`config.mk`:
```
export PLATFORM = sky130hd
export DESIGN_NAME = seg_scan
export DESIGN_NICKNAME = d
export VERILOG_FILES = /design/src/rtl/seg_scan.sv
export SDC_FILE = /design/constraint.sdc
export NUM_CORES = 1
export LEC_CHECK = 0
export CAP_MARGIN = 40
export CORE_UTILIZATION = 39
export DETAILED_ROUTE_END_ITERATION = 7
export PLACE_DENSITY = 0.58
export SLEW_MARGIN = 15
export SYNTH_ARGS = -nofsm -noshare
export SYNTH_HDL_FRONTEND = slang
export SYNTH_SLANG_ARGS = --single-unit
export TNS_END_PERCENT = 10
```
`constraint.sdc`:
```
create_clock -name clk -period 3.7 [get_ports clk]
set_input_delay 0.37 -clock clk [delete_from_list [all_inputs] [get_ports clk]]
set_output_delay 0.37 -clock clk [all_outputs]
set_load 0.03 [all_outputs]
```
`src/rtl/seg_scan.sv`:
```
// -----------------------------------------------------------------------------
// seg_scan
//
// Reader side of the 4-digit display register. Takes the four 4-bit digits
// held by the digit shift register and time-multiplexes them onto one shared
// 7-segment bus plus four digit commons.
//
//   * The digits and decimal-point mask are snapshotted once per frame, when
//     scanning starts and again when slot 3 wraps back to slot 0, so a frame
//     never shows a mix of old and new digits.
//   * Each digit slot lasts DIV = CLK_HZ/SCAN_HZ cycles: GUARD dark cycles
//     (all commons off, so the previous digit's segments cannot ghost onto
//     the next common), then DIV-GUARD lit cycles.
//   * Hex 0-F decode; optional leading-zero blanking on the snapshot.
//
// Ports
//   clk        in   system clock
//   rst        in   synchronous, active-high reset
//   en         in   scan enable; 0 = display dark
//   dig0..dig3 in   digits, dig0 rightmost (newest), dig3 leftmost (oldest)
//   dp_mask    in   decimal point per digit, bit i belongs to dig i
//   seg        out  {g,f,e,d,c,b,a}, registered, polarity per SEG_ACTIVE_LOW
//   dp         out  decimal point, registered, polarity per SEG_ACTIVE_LOW
//   com        out  digit commons, bit i drives digit i, registered,
//                   polarity per COM_ACTIVE_LOW
//   frame_done out  one-cycle pulse when slot 3 completes
// -----------------------------------------------------------------------------
module seg_scan #(
    parameter int CLK_HZ         = 27000000,
    parameter int SCAN_HZ        = 1000,
    parameter int GUARD          = 16,
    parameter int SEG_ACTIVE_LOW = 1,
    parameter int COM_ACTIVE_LOW = 1,
    parameter int BLANK_LEADING  = 1
) (
    input  logic       clk,
    input  logic       rst,
    input  logic       en,
    input  logic [3:0] dig0,
    input  logic [3:0] dig1,
    input  logic [3:0] dig2,
    input  logic [3:0] dig3,
    input  logic [3:0] dp_mask,
    output logic [6:0] seg,
    output logic       dp,
    output logic [3:0] com,
    output logic       frame_done
);

    localparam int DIV   = CLK_HZ / SCAN_HZ;
    localparam int CNT_W = (DIV > 1) ? $clog2(DIV) : 1;

    localparam logic [CNT_W-1:0] DIV_LAST   = CNT_W'(DIV - 1);
    localparam logic [CNT_W-1:0] GUARD_LAST = CNT_W'((GUARD > 0) ? GUARD - 1 : 0);
    localparam logic [CNT_W-1:0] GUARD_CNT  = CNT_W'(GUARD);

    // Pin levels that mean "off" for each polarity choice.
    localparam logic [6:0] SEG_OFF = (SEG_ACTIVE_LOW != 0) ? 7'h7F : 7'h00;
    localparam logic       DP_OFF  = (SEG_ACTIVE_LOW != 0) ? 1'b1  : 1'b0;
    localparam logic [3:0] COM_OFF = (COM_ACTIVE_LOW != 0) ? 4'hF  : 4'h0;

    typedef enum logic [1:0] {
        S_IDLE,
        S_GUARD,
        S_SHOW
    } state_t;

    // With no guard interval every slot goes straight to the lit phase.
    localparam state_t SLOT_START = (GUARD == 0) ? S_SHOW : S_GUARD;

    // Active-high segment pattern {g,f,e,d,c,b,a} for a hex digit.
    function automatic logic [6:0] hex_decode(input logic [3:0] v);
        logic [6:0] s;
        case (v)
            4'h0:    s = 7'h3F;
            4'h1:    s = 7'h06;
            4'h2:    s = 7'h5B;
            4'h3:    s = 7'h4F;
            4'h4:    s = 7'h66;
            4'h5:    s = 7'h6D;
            4'h6:    s = 7'h7D;
            4'h7:    s = 7'h07;
            4'h8:    s = 7'h7F;
            4'h9:    s = 7'h6F;
            4'hA:    s = 7'h77;
            4'hB:    s = 7'h7C;
            4'hC:    s = 7'h39;
            4'hD:    s = 7'h5E;
            4'hE:    s = 7'h79;
            default: s = 7'h71;
        endcase
        return s;
    endfunction

    // -------------------------------------------------------------------------
    // State
    // -------------------------------------------------------------------------
    state_t           state_q,   state_d;
    logic [CNT_W-1:0] cnt_q,     cnt_d;
    logic [1:0]       idx_q,     idx_d;
    logic [15:0]      snap_q,    snap_d;
    logic [3:0]       snap_dp_q, snap_dp_d;

    logic [6:0]       seg_q,        seg_d;
    logic             dp_q,         dp_d;
    logic [3:0]       com_q,        com_d;
    logic             frame_done_q, frame_done_d;

    logic [15:0]      dig_in;
    assign dig_in = {dig3, dig2, dig1, dig0};

    // -------------------------------------------------------------------------
    // Next-state logic
    // -------------------------------------------------------------------------
    always_comb begin
        state_d      = state_q;
        cnt_d        = cnt_q;
        idx_d        = idx_q;
        snap_d       = snap_q;
        snap_dp_d    = snap_dp_q;
        frame_done_d = 1'b0;

        if (!en) begin
            // Abandon whatever frame is in progress; no frame_done.
            state_d = S_IDLE;
            cnt_d   = '0;
            idx_d   = 2'd0;
        end else begin
            case (state_q)
                S_IDLE: begin
                    snap_d    = dig_in;
                    snap_dp_d = dp_mask;
                    idx_d     = 2'd0;
                    cnt_d     = '0;
                    state_d   = SLOT_START;
                end

                S_GUARD: begin
                    if (cnt_q == GUARD_LAST) begin
                        state_d = S_SHOW;
                        cnt_d   = GUARD_CNT;
                    end else begin
                        cnt_d = cnt_q + 1'b1;
                    end
                end

                S_SHOW: begin
                    if (cnt_q == DIV_LAST) begin
                        cnt_d   = '0;
                        idx_d   = idx_q + 2'd1;
                        state_d = SLOT_START;
                        // Frame wrap: the only point (besides start-up) where
                        // new digits are taken, so a frame never tears.
                        if (idx_q == 2'd3) begin
                            frame_done_d = 1'b1;
                            snap_d       = dig_in;
                            snap_dp_d    = dp_mask;
                        end
                    end else begin
                        cnt_d = cnt_q + 1'b1;
                    end
                end

                default: begin
                    state_d = S_IDLE;
                    cnt_d   = '0;
                    idx_d   = 2'd0;
                end
            endcase
        end
    end

    // -------------------------------------------------------------------------
    // Output decode (from current state; registered below, so the pins lag the
    // state by one cycle)
    // -------------------------------------------------------------------------
    logic [3:0] cur_dig;
    logic       cur_dp;
    logic [3:0] blank;
    logic [6:0] seg_ah;
    logic       dp_ah;
    logic [3:0] com_ah;

    always_comb begin
        cur_dig = 4'h0;
        cur_dp  = 1'b0;
        case (idx_q)
            2'd0: begin cur_dig = snap_q[3:0];   cur_dp = snap_dp_q[0]; end
            2'd1: begin cur_dig = snap_q[7:4];   cur_dp = snap_dp_q[1]; end
            2'd2: begin cur_dig = snap_q[11:8];  cur_dp = snap_dp_q[2]; end
            default: begin cur_dig = snap_q[15:12]; cur_dp = snap_dp_q[3]; end
        endcase
    end

    // A digit is a leading zero only if it and every digit to its left are 0.
    // The rightmost digit always shows, so a value of zero reads "0".
    always_comb begin
        blank = 4'b0000;
        if (BLANK_LEADING != 0) begin
            blank[3] = (snap_q[15:12] == 4'h0);
            blank[2] = blank[3] && (snap_q[11:8] == 4'h0);
            blank[1] = blank[2] && (snap_q[7:4] == 4'h0);
        end
    end

    always_comb begin
        seg_ah = 7'h00;
        dp_ah  = 1'b0;
        com_ah = 4'b0000;
        if (state_q == S_SHOW) begin
            // A blanked digit keeps its common and decimal point so a value
            // like "  .5" still renders its dp.
            com_ah[idx_q] = 1'b1;
            seg_ah        = blank[idx_q] ? 7'h00 : hex_decode(cur_dig);
            dp_ah         = cur_dp;
        end
    end

    always_comb begin
        seg_d = (SEG_ACTIVE_LOW != 0) ? ~seg_ah : seg_ah;
        dp_d  = (SEG_ACTIVE_LOW != 0) ? ~dp_ah  : dp_ah;
        com_d = (COM_ACTIVE_LOW != 0) ? ~com_ah : com_ah;
    end

    // -------------------------------------------------------------------------
    // Registers
    // -------------------------------------------------------------------------
    always_ff @(posedge clk) begin
        if (rst) begin
            state_q      <= S_IDLE;
            cnt_q        <= '0;
            idx_q        <= 2'd0;
            snap_q       <= 16'h0000;
            snap_dp_q    <= 4'h0;
            seg_q        <= SEG_OFF;
            dp_q         <= DP_OFF;
            com_q        <= COM_OFF;
            frame_done_q <= 1'b0;
        end else begin
            state_q      <= state_d;
            cnt_q        <= cnt_d;
            idx_q        <= idx_d;
            snap_q       <= snap_d;
            snap_dp_q    <= snap_dp_d;
            seg_q        <= seg_d;
            dp_q         <= dp_d;
            com_q        <= com_d;
            frame_done_q <= frame_done_d;
        end
    end

    assign seg        = seg_q;
    assign dp         = dp_q;
    assign com        = com_q;
    assign frame_done = frame_done_q;

endmodule

```
==> impl_metrics.tcl, run 1 <==
set metrics [dict create \
    wire_per_inst_um 13.57 \
    critPathCaptureType "register" \
    chipWidth_um 85.96 \
    h_tree_level_count 2 \
    drc 0 \
    worst_skew_pair.late_latency_ns 0.30 \
    first_pass_grt_wire_length_mm 9.432 \
    area_inside_the_core_boundary_um2 6794 \
    fmax_mhz 354.9 \
    slew_viol_final 0 \
    placed_cells 407 \
    floorplan.initialDensity_pct 40.46 \
    area_overhead_of_the_layout_relative_to_synthesis_pct 18.53 \
    routed-via-count 2100 \
    design_power_total_mw 1.064 \
    antenna_found_initial 0 \
    total_leakage_power_nw 1.167 \
    finalWorstSetupSlack_ns 0.8820 \
    post_cts_hold_buffer_count 0 \
    detailedRoute.firstIterationViolations 125 \
    tritoncts.num_buffers 5 \
    antenna_cells 0 \
    grt-busiest-layer "met2" \
    drt-vias-per-instance 5.048 \
    number_of_enable_flip_flop_cells_after_synthesis 0 \
    ys_ff_latch 52 \
    synth.avg_cell_area_um2 9.578 \
    global_route.overflow_total 0 \
    worst_hold_path_type "register to register" \
    synth-xor-area-share_pct 3.505 \
    layoutNonFillerInstCount 416 \
    post_route_cells_drive_above_1_share_pct 5.938 \
    place_worst_setup_slack_ns 0.9205 \
    number_of_detailed_route_iterations_in_the_first_pass 5 \
    tritoncts "done" \
    power_density_nw_per_um2 326.6 \
    synth_area_in_compound_gates_pct 12.02 \
    number_of_setup_violations_in_the_final_report 0 \
    worst_path_arrival_time_ns 2.97 \
    route.antenna.remaining_nets 0 \
    postSynth.topFlopCell "sky130_fd_sc_hd__dfxtp_1" \
    fin_crit_ns 2.818 \
    post_route_clock_skew_ns 0.009949 \
    n_fill_cell 671 \
    synth.lib_cells_used.distinct 45 \
    critPathKind "register to register" \
    io_pins 36 \
    grtUsageMet1_pct 22.29 \
    synthDominantAreaCellType "sky130_fd_sc_hd__dfxtp_1" \
    synthSimpleGateAreaFrac_pct 24.21 \
    maximum_number_of_pins_on_one_net_before_global_route_repair 44 \
    worst_pin_slew_ns 0.7320 \
    synth_area_leaders "sky130_fd_sc_hd__dfxtp_1 38%, sky130_fd_sc_hd__nand2b_1 9.6%, sky130_fd_sc_hd__mux2i_1 9.5%, sky130_fd_sc_hd__ha_1 6.8%, sky130_fd_sc_hd__nor3_1 2.9%" \
    asyncSetResetFlopFracSynth_pct 0 \
    gr-usage-met3_pct 2.984 \
    worst_setup_path_start_kind "register" \
    main_combinational_cell_family_by_area_after_synthesis "simple AND/OR/NAND/NOR gates" \
    ctsResizeCount 0 \
    synth_largest_type_area_fraction_pct 37.87 \
    port-buffer-count 35 \
    grt_setup_unrepaired "no" \
    via_count_of_the_first_global_routing_pass 1954 \
    ir_worst_vdd_mv 0.1606 \
    yosysSeqAreaShare_pct 37.87 \
    timing.critical_path.required_ns 3.85 \
    clk_transition_reported_paths_ns 0.10 \
    finalWeightedCongestion 0.8060 \
    synthCells 287 \
    count_of_synthesis_stage_warnings_from_yosys 0 \
    synth_adder_area_share_pct 6.827 \
    die_height_um 85.96 \
    clock_sinks 52 \
    run_status "completed" \
    most-common-layout-cells "52 x sky130_fd_sc_hd__dfxtp_1, 42 x sky130_fd_sc_hd__nand2b_1, 35 x sky130_fd_sc_hd__clkdlybuf4s50_1" \
    worstPathMaxFanout 10 \
    design.die.area_um2 7388 \
    synth.area.mux_share_pct 10.70 \
    std_cell_rows 30 \
    synthesis.nets 325 \
    cts-root-buf "sky130_fd_sc_hd__clkbuf_8" \
    dp_hpwl_mm 4.060 \
    final_nets 357 \
    cts_buffer_depth 2 \
    netlist_area_um2 2749 \
    grt_util_met2_pct 25.11 \
    final_hold_viol_count 0 \
    overall_track_demand_over_capacity_in_global_routing_pct 15.98 \
    max-cap-violations 0 \
    timing.final.crit_share_pct 76.16 \
    setup-tns-final_ns 0 \
    relSlewSlack_pct 51.20 \
    post_cts_buffers 0 \
    detail_route.wirelength_mm 5.646 \
    commonest_non_fill_non_tap_cell_in_the_layout "sky130_fd_sc_hd__dfxtp_1" \
]
-- layer usage --
metal	part of all wire [%]	up-vias	wire, µm
met2	44	44	2466
met3	3.6	4	202
met4	0.67	0	38
li1	-	1092	-
met5	0	-	0
met1	52	960	2939
-- worst max-delay path, cell delays in order (launching register included) --
cell and delay (ns):
sky130_fd_sc_hd__dfxtp_1 0.44, sky130_fd_sc_hd__ha_1 0.39, sky130_fd_sc_hd__inv_1 0.22, sky130_fd_sc_hd__a21oi_1 0.45, sky130_fd_sc_hd__inv_1 0.19, sky130_fd_sc_hd__ha_1 0.36
sky130_fd_sc_hd__mux2_2 0.27, sky130_fd_sc_hd__o22ai_1 0.12, sky130_fd_sc_hd__o21a_1 0.15, sky130_fd_sc_hd__o21ai_0 0.08
-- state kept, by name, indices dropped and copies added (netlist names) --
signal	flops
cnt_q	15
com	4
dp	1
frame_done	1
idx_q	2
seg	7
snap_dp_q	4
snap_q	16
state_q	2
-- area by class of cell --
cell class | count | area (µm²) | area share, %
multi-input cells | 212 | 1574 | 48.31
clock buffers | 6 | 82.58 | 2.535
well taps | 96 | 120.1 | 3.687
inverters | 11 | 41.29 | 1.267
flip-flops and latches | 52 | 1041 | 31.95
clock inverters | 2 | 13.76 | 0.4224
repair buffers | 37 | 385.4 | 11.83
-- where the power goes --
part,total (mW),switching (mW),internal [mW]
Sequential,0.589,0.0132,0.575
Combinational,0.134,0.0618,0.0718
Clock,0.342,0.188,0.153
-- cells in the mapped netlist (2+ instances only) --
master	n
sky130_fd_sc_hd__dfxtp_1	52
sky130_fd_sc_hd__nand2b_1	42
sky130_fd_sc_hd__mux2i_1	26
sky130_fd_sc_hd__nand2_1	20
sky130_fd_sc_hd__nor3_1	16
sky130_fd_sc_hd__ha_1	15
sky130_fd_sc_hd__inv_1	11
sky130_fd_sc_hd__clkbuf_1	8
sky130_fd_sc_hd__xnor2_1	8
sky130_fd_sc_hd__a211oi_1	7
sky130_fd_sc_hd__nand3_1	7
sky130_fd_sc_hd__nor2b_1	5
sky130_fd_sc_hd__nor4_1	5
sky130_fd_sc_hd__or3_1	5
sky130_fd_sc_hd__a222oi_1	4
sky130_fd_sc_hd__nor2_1	4
sky130_fd_sc_hd__o211ai_1	4
sky130_fd_sc_hd__or4_1	4
sky130_fd_sc_hd__a21o_1	3
sky130_fd_sc_hd__a21oi_1	3
sky130_fd_sc_hd__mux2_2	3
sky130_fd_sc_hd__nand4_1	3
sky130_fd_sc_hd__xor2_1	3
sky130_fd_sc_hd__and4_1	2
sky130_fd_sc_hd__buf_12	2
sky130_fd_sc_hd__buf_6	2
sky130_fd_sc_hd__o21a_1	2
sky130_fd_sc_hd__o21ai_0	2
sky130_fd_sc_hd__o221ai_1	2
sky130_fd_sc_hd__o22ai_1	2
-- worst paths after layout --
| check | from | end | slack (ns) | depth (start not counted) |
|---|---|---|---|---|
| max | idx_q[0] | seg[3] | 0.88 | 9 |
| min | snap_dp_q[0] | snap_dp_q[0] | 0.48 | 2 |
| max reg2reg | idx_q[0] | seg[3] | 0.88 | 9 |
| min reg2reg | snap_dp_q[0] | snap_dp_q[0] | 0.48 | 2 |
-- cells by family (layout without fill, tap and decap cells) --
| logic type | count (synthesis) | in the layout |
|---|---|---|
| adder cells (fa/ha/maj) | 15 | 15 |
| XOR/XNOR | 11 | 11 |
| AO/OA/AOI/OAI | 40 | 40 |
| AND/OR/NAND/NOR | 117 | 117 |
| buffers and inverters | 23 | 56 |
| multiplexers | 29 | 29 |
| flip-flops | 52 | 52 |
-- per-stage QoR --
| step | area [µm²] | hold WS (ns) | utilization (%) |
|---|---|---|---|
| floorplan | 2749 | 0.4480 | - |
| detailed placement | 3134 | 0.4719 | 46.13 |
| global route | 3258 | 0.5071 | 47.96 |
| CTS | 3231 | 0.4855 | 47.55 |
| finish | 3258 | 0.4833 | 47.96 |
| global placement | 3134 | 0.4578 | 46.13 |
Power figures use the tool's default switching activity.
==> inputs of run 2 (changes only) <==
Clock period 3.7 ns to 2.7 ns, I/O delays scaled along.
==> impl_metrics.tcl, run 2 (same netlist as run 1, synthesis figures left out) <==
set metrics [dict create \
    run_status "completed" \
    cp_slowest_cell "sky130_fd_sc_hd__dfxtp_1" \
    worst_path_arrival_time_ns 2.69 \
    timing.critical_path.required_ns 2.86 \
    total_leakage_power_nw 1.168 \
    drc 0 \
    commonest_non_fill_non_tap_cell_in_the_layout "sky130_fd_sc_hd__dfxtp_1" \
    overall_track_demand_over_capacity_in_global_routing_pct 16.36 \
    maximum_number_of_pins_on_one_net_before_global_route_repair 36 \
    number_of_setup_violations_in_the_final_report 0 \
    chipWidth_um 85.96 \
    holdPathStages 2 \
    first_pass_grt_wire_length_mm 9.577 \
    floorplan.initialDensity_pct 40.46 \
    max-cap-violations 0 \
    hold_start "snap_q[2]" \
    timing.critical_path.depth 10 \
    cts_buffer_depth 2 \
    r2r-end "seg[3]" \
    routed-via-count 2135 \
    relSlewSlack_pct 47.91 \
    antenna_cells 0 \
    worst_pin_slew_ns 0.7753 \
    post_cts_hold_buffer_count 0 \
    finalWeightedCongestion 0.8100 \
    tritoncts "done" \
    global_route.overflow_total 0 \
    io_pins 36 \
    h_tree_level_count 2 \
    fmax_mhz 394.4 \
    most-common-layout-cells "52 x sky130_fd_sc_hd__dfxtp_1, 42 x sky130_fd_sc_hd__nand2b_1, 35 x sky130_fd_sc_hd__clkdlybuf4s50_1" \
    design.die.area_um2 7388 \
    registers.top_by_ff_count "snap_q" \
    power_density_nw_per_um2 444.8 \
    worstPathMaxFanout 6 \
    worst_setup_path_start_kind "register" \
    area_overhead_of_the_layout_relative_to_synthesis_pct 18.48 \
    slew_viol_final 0 \
    clock_sinks 52 \
    critical_path.reg2reg.startpoint "idx_q[0]" \
    setup-tns-final_ns 0 \
    cts-root-buf "sky130_fd_sc_hd__clkbuf_8" \
    design_power_total_mw 1.449 \
    post_route_cells_drive_above_1_share_pct 7.143 \
    cpLargestDelayFamily "compound AO/OA/AOI/OAI gates" \
    fin_crit_ns 2.536 \
    antenna_found_initial 0 \
    tritoncts.num_buffers 5 \
    clk_transition_reported_paths_ns 0.10 \
    route.antenna.remaining_nets 0 \
    number_of_detailed_route_iterations_in_the_first_pass 5 \
    detail_route.wirelength_mm 5.675 \
    ir_worst_vdd_mv 0.2168 \
    area_inside_the_core_boundary_um2 6794 \
    critPathCaptureType "register" \
    timing.final.crit_share_pct 93.91 \
    crit_path_start "idx_q[0]" \
    wire_per_inst_um 13.58 \
    dp_hpwl_mm 4.215 \
    grt_setup_unrepaired "no" \
    port-buffer-count 35 \
    via_count_of_the_first_global_routing_pass 1989 \
    worst_skew_pair.late_latency_ns 0.31 \
    worst-path-buf-inv 2 \
    detailedRoute.firstIterationViolations 72 \
    timing.reg2reg.worst_path_depth 10 \
    post_route_clock_skew_ns 0.01174 \
    worst_hold_path_type "register to register" \
    crit_chain "inv_1 > ha_1 > a222oi_1 > a21oi_2 > inv_1 > ha_1 > mux2_2 > o22ai_1 > o21a_1 > o21ai_0" \
    final_nets 359 \
    worst_path_largest_cell_delay_ns 0.43 \
    final_hold_viol_count 0 \
    endpoint "seg[3]" \
    max_ffs_per_register 16 \
    std_cell_rows 30 \
    drt-vias-per-instance 5.108 \
    critPathKind "register to register" \
    worst-r2r-setup-slack_ns 0.16 \
    die_height_um 85.96 \
]
[run 2: timing repair]
item / in CTS / in global routing
setup endpoints to repair: 0 / 1
hold endpoints to repair: 0 / 0
setup buffers: 0 / 0
resized for setup: 0 / 2
[run 2: power by group]
part	internal (mW)	switching, mW
clock network	0.205	0.256
registers	0.788	0.0197
logic	0.0968	0.0824
[run 2: cell type report]
cell class,instances,area (µm²)
fillers,659,3537
multi-input cells,212,1582
flip-flops and latches,52,1041
repair buffers,39,380.4
well taps,96,120.1
clock buffers,6,82.58
inverters,11,41.29
clock inverters,2,10.01
[run 2: routing by layer]
layer | vias up | global-route usage [%] | routed length [µm]
met4 | 0 | 5.909 | 97
li1 | 1097 | - | -
met1 | 973 | 21.75 | 2851
met2 | 56 | 25.90 | 2470
met5 | - | 0 | 0
met3 | 9 | 3.754 | 255
[run 2: metrics by stage]
stage	util, %	std cells	hold WS, ns	worst slack (ns)	instance area, µm²
6_report	47.94	418	0.4864	0.1644	3257
3_3_place_gp	46.46	410	0.4711	0.1638	3157
5_1_grt	47.94	418	0.5096	0.003709	3257
2_1_floorplan	-	287	0.4119	0.3031	2749
4_1_cts	47.83	418	0.4906	0.05319	3249
3_5_place_dp	46.46	410	0.4740	0.04744	3157
[run 2: worst reg2reg max path, stage by stage, from the launching register on]
cell and delay (ns):
sky130_fd_sc_hd__dfxtp_1 0.43, sky130_fd_sc_hd__inv_1 0.11, sky130_fd_sc_hd__ha_1 0.28, sky130_fd_sc_hd__a222oi_1 0.40
sky130_fd_sc_hd__a21oi_2 0.17, sky130_fd_sc_hd__inv_1 0.16, sky130_fd_sc_hd__ha_1 0.27, sky130_fd_sc_hd__mux2_2 0.27
sky130_fd_sc_hd__o22ai_1 0.11, sky130_fd_sc_hd__o21a_1 0.13, sky130_fd_sc_hd__o21ai_0 0.07
[run 2: worst min path at each step]
stage | endpoint
after CTS | snap_q[2]
after detailed placement | snap_q[2]
after global placement | snap_q[2]
after floorplan | frame_done
final | snap_q[2]
after global routing | snap_q[8]
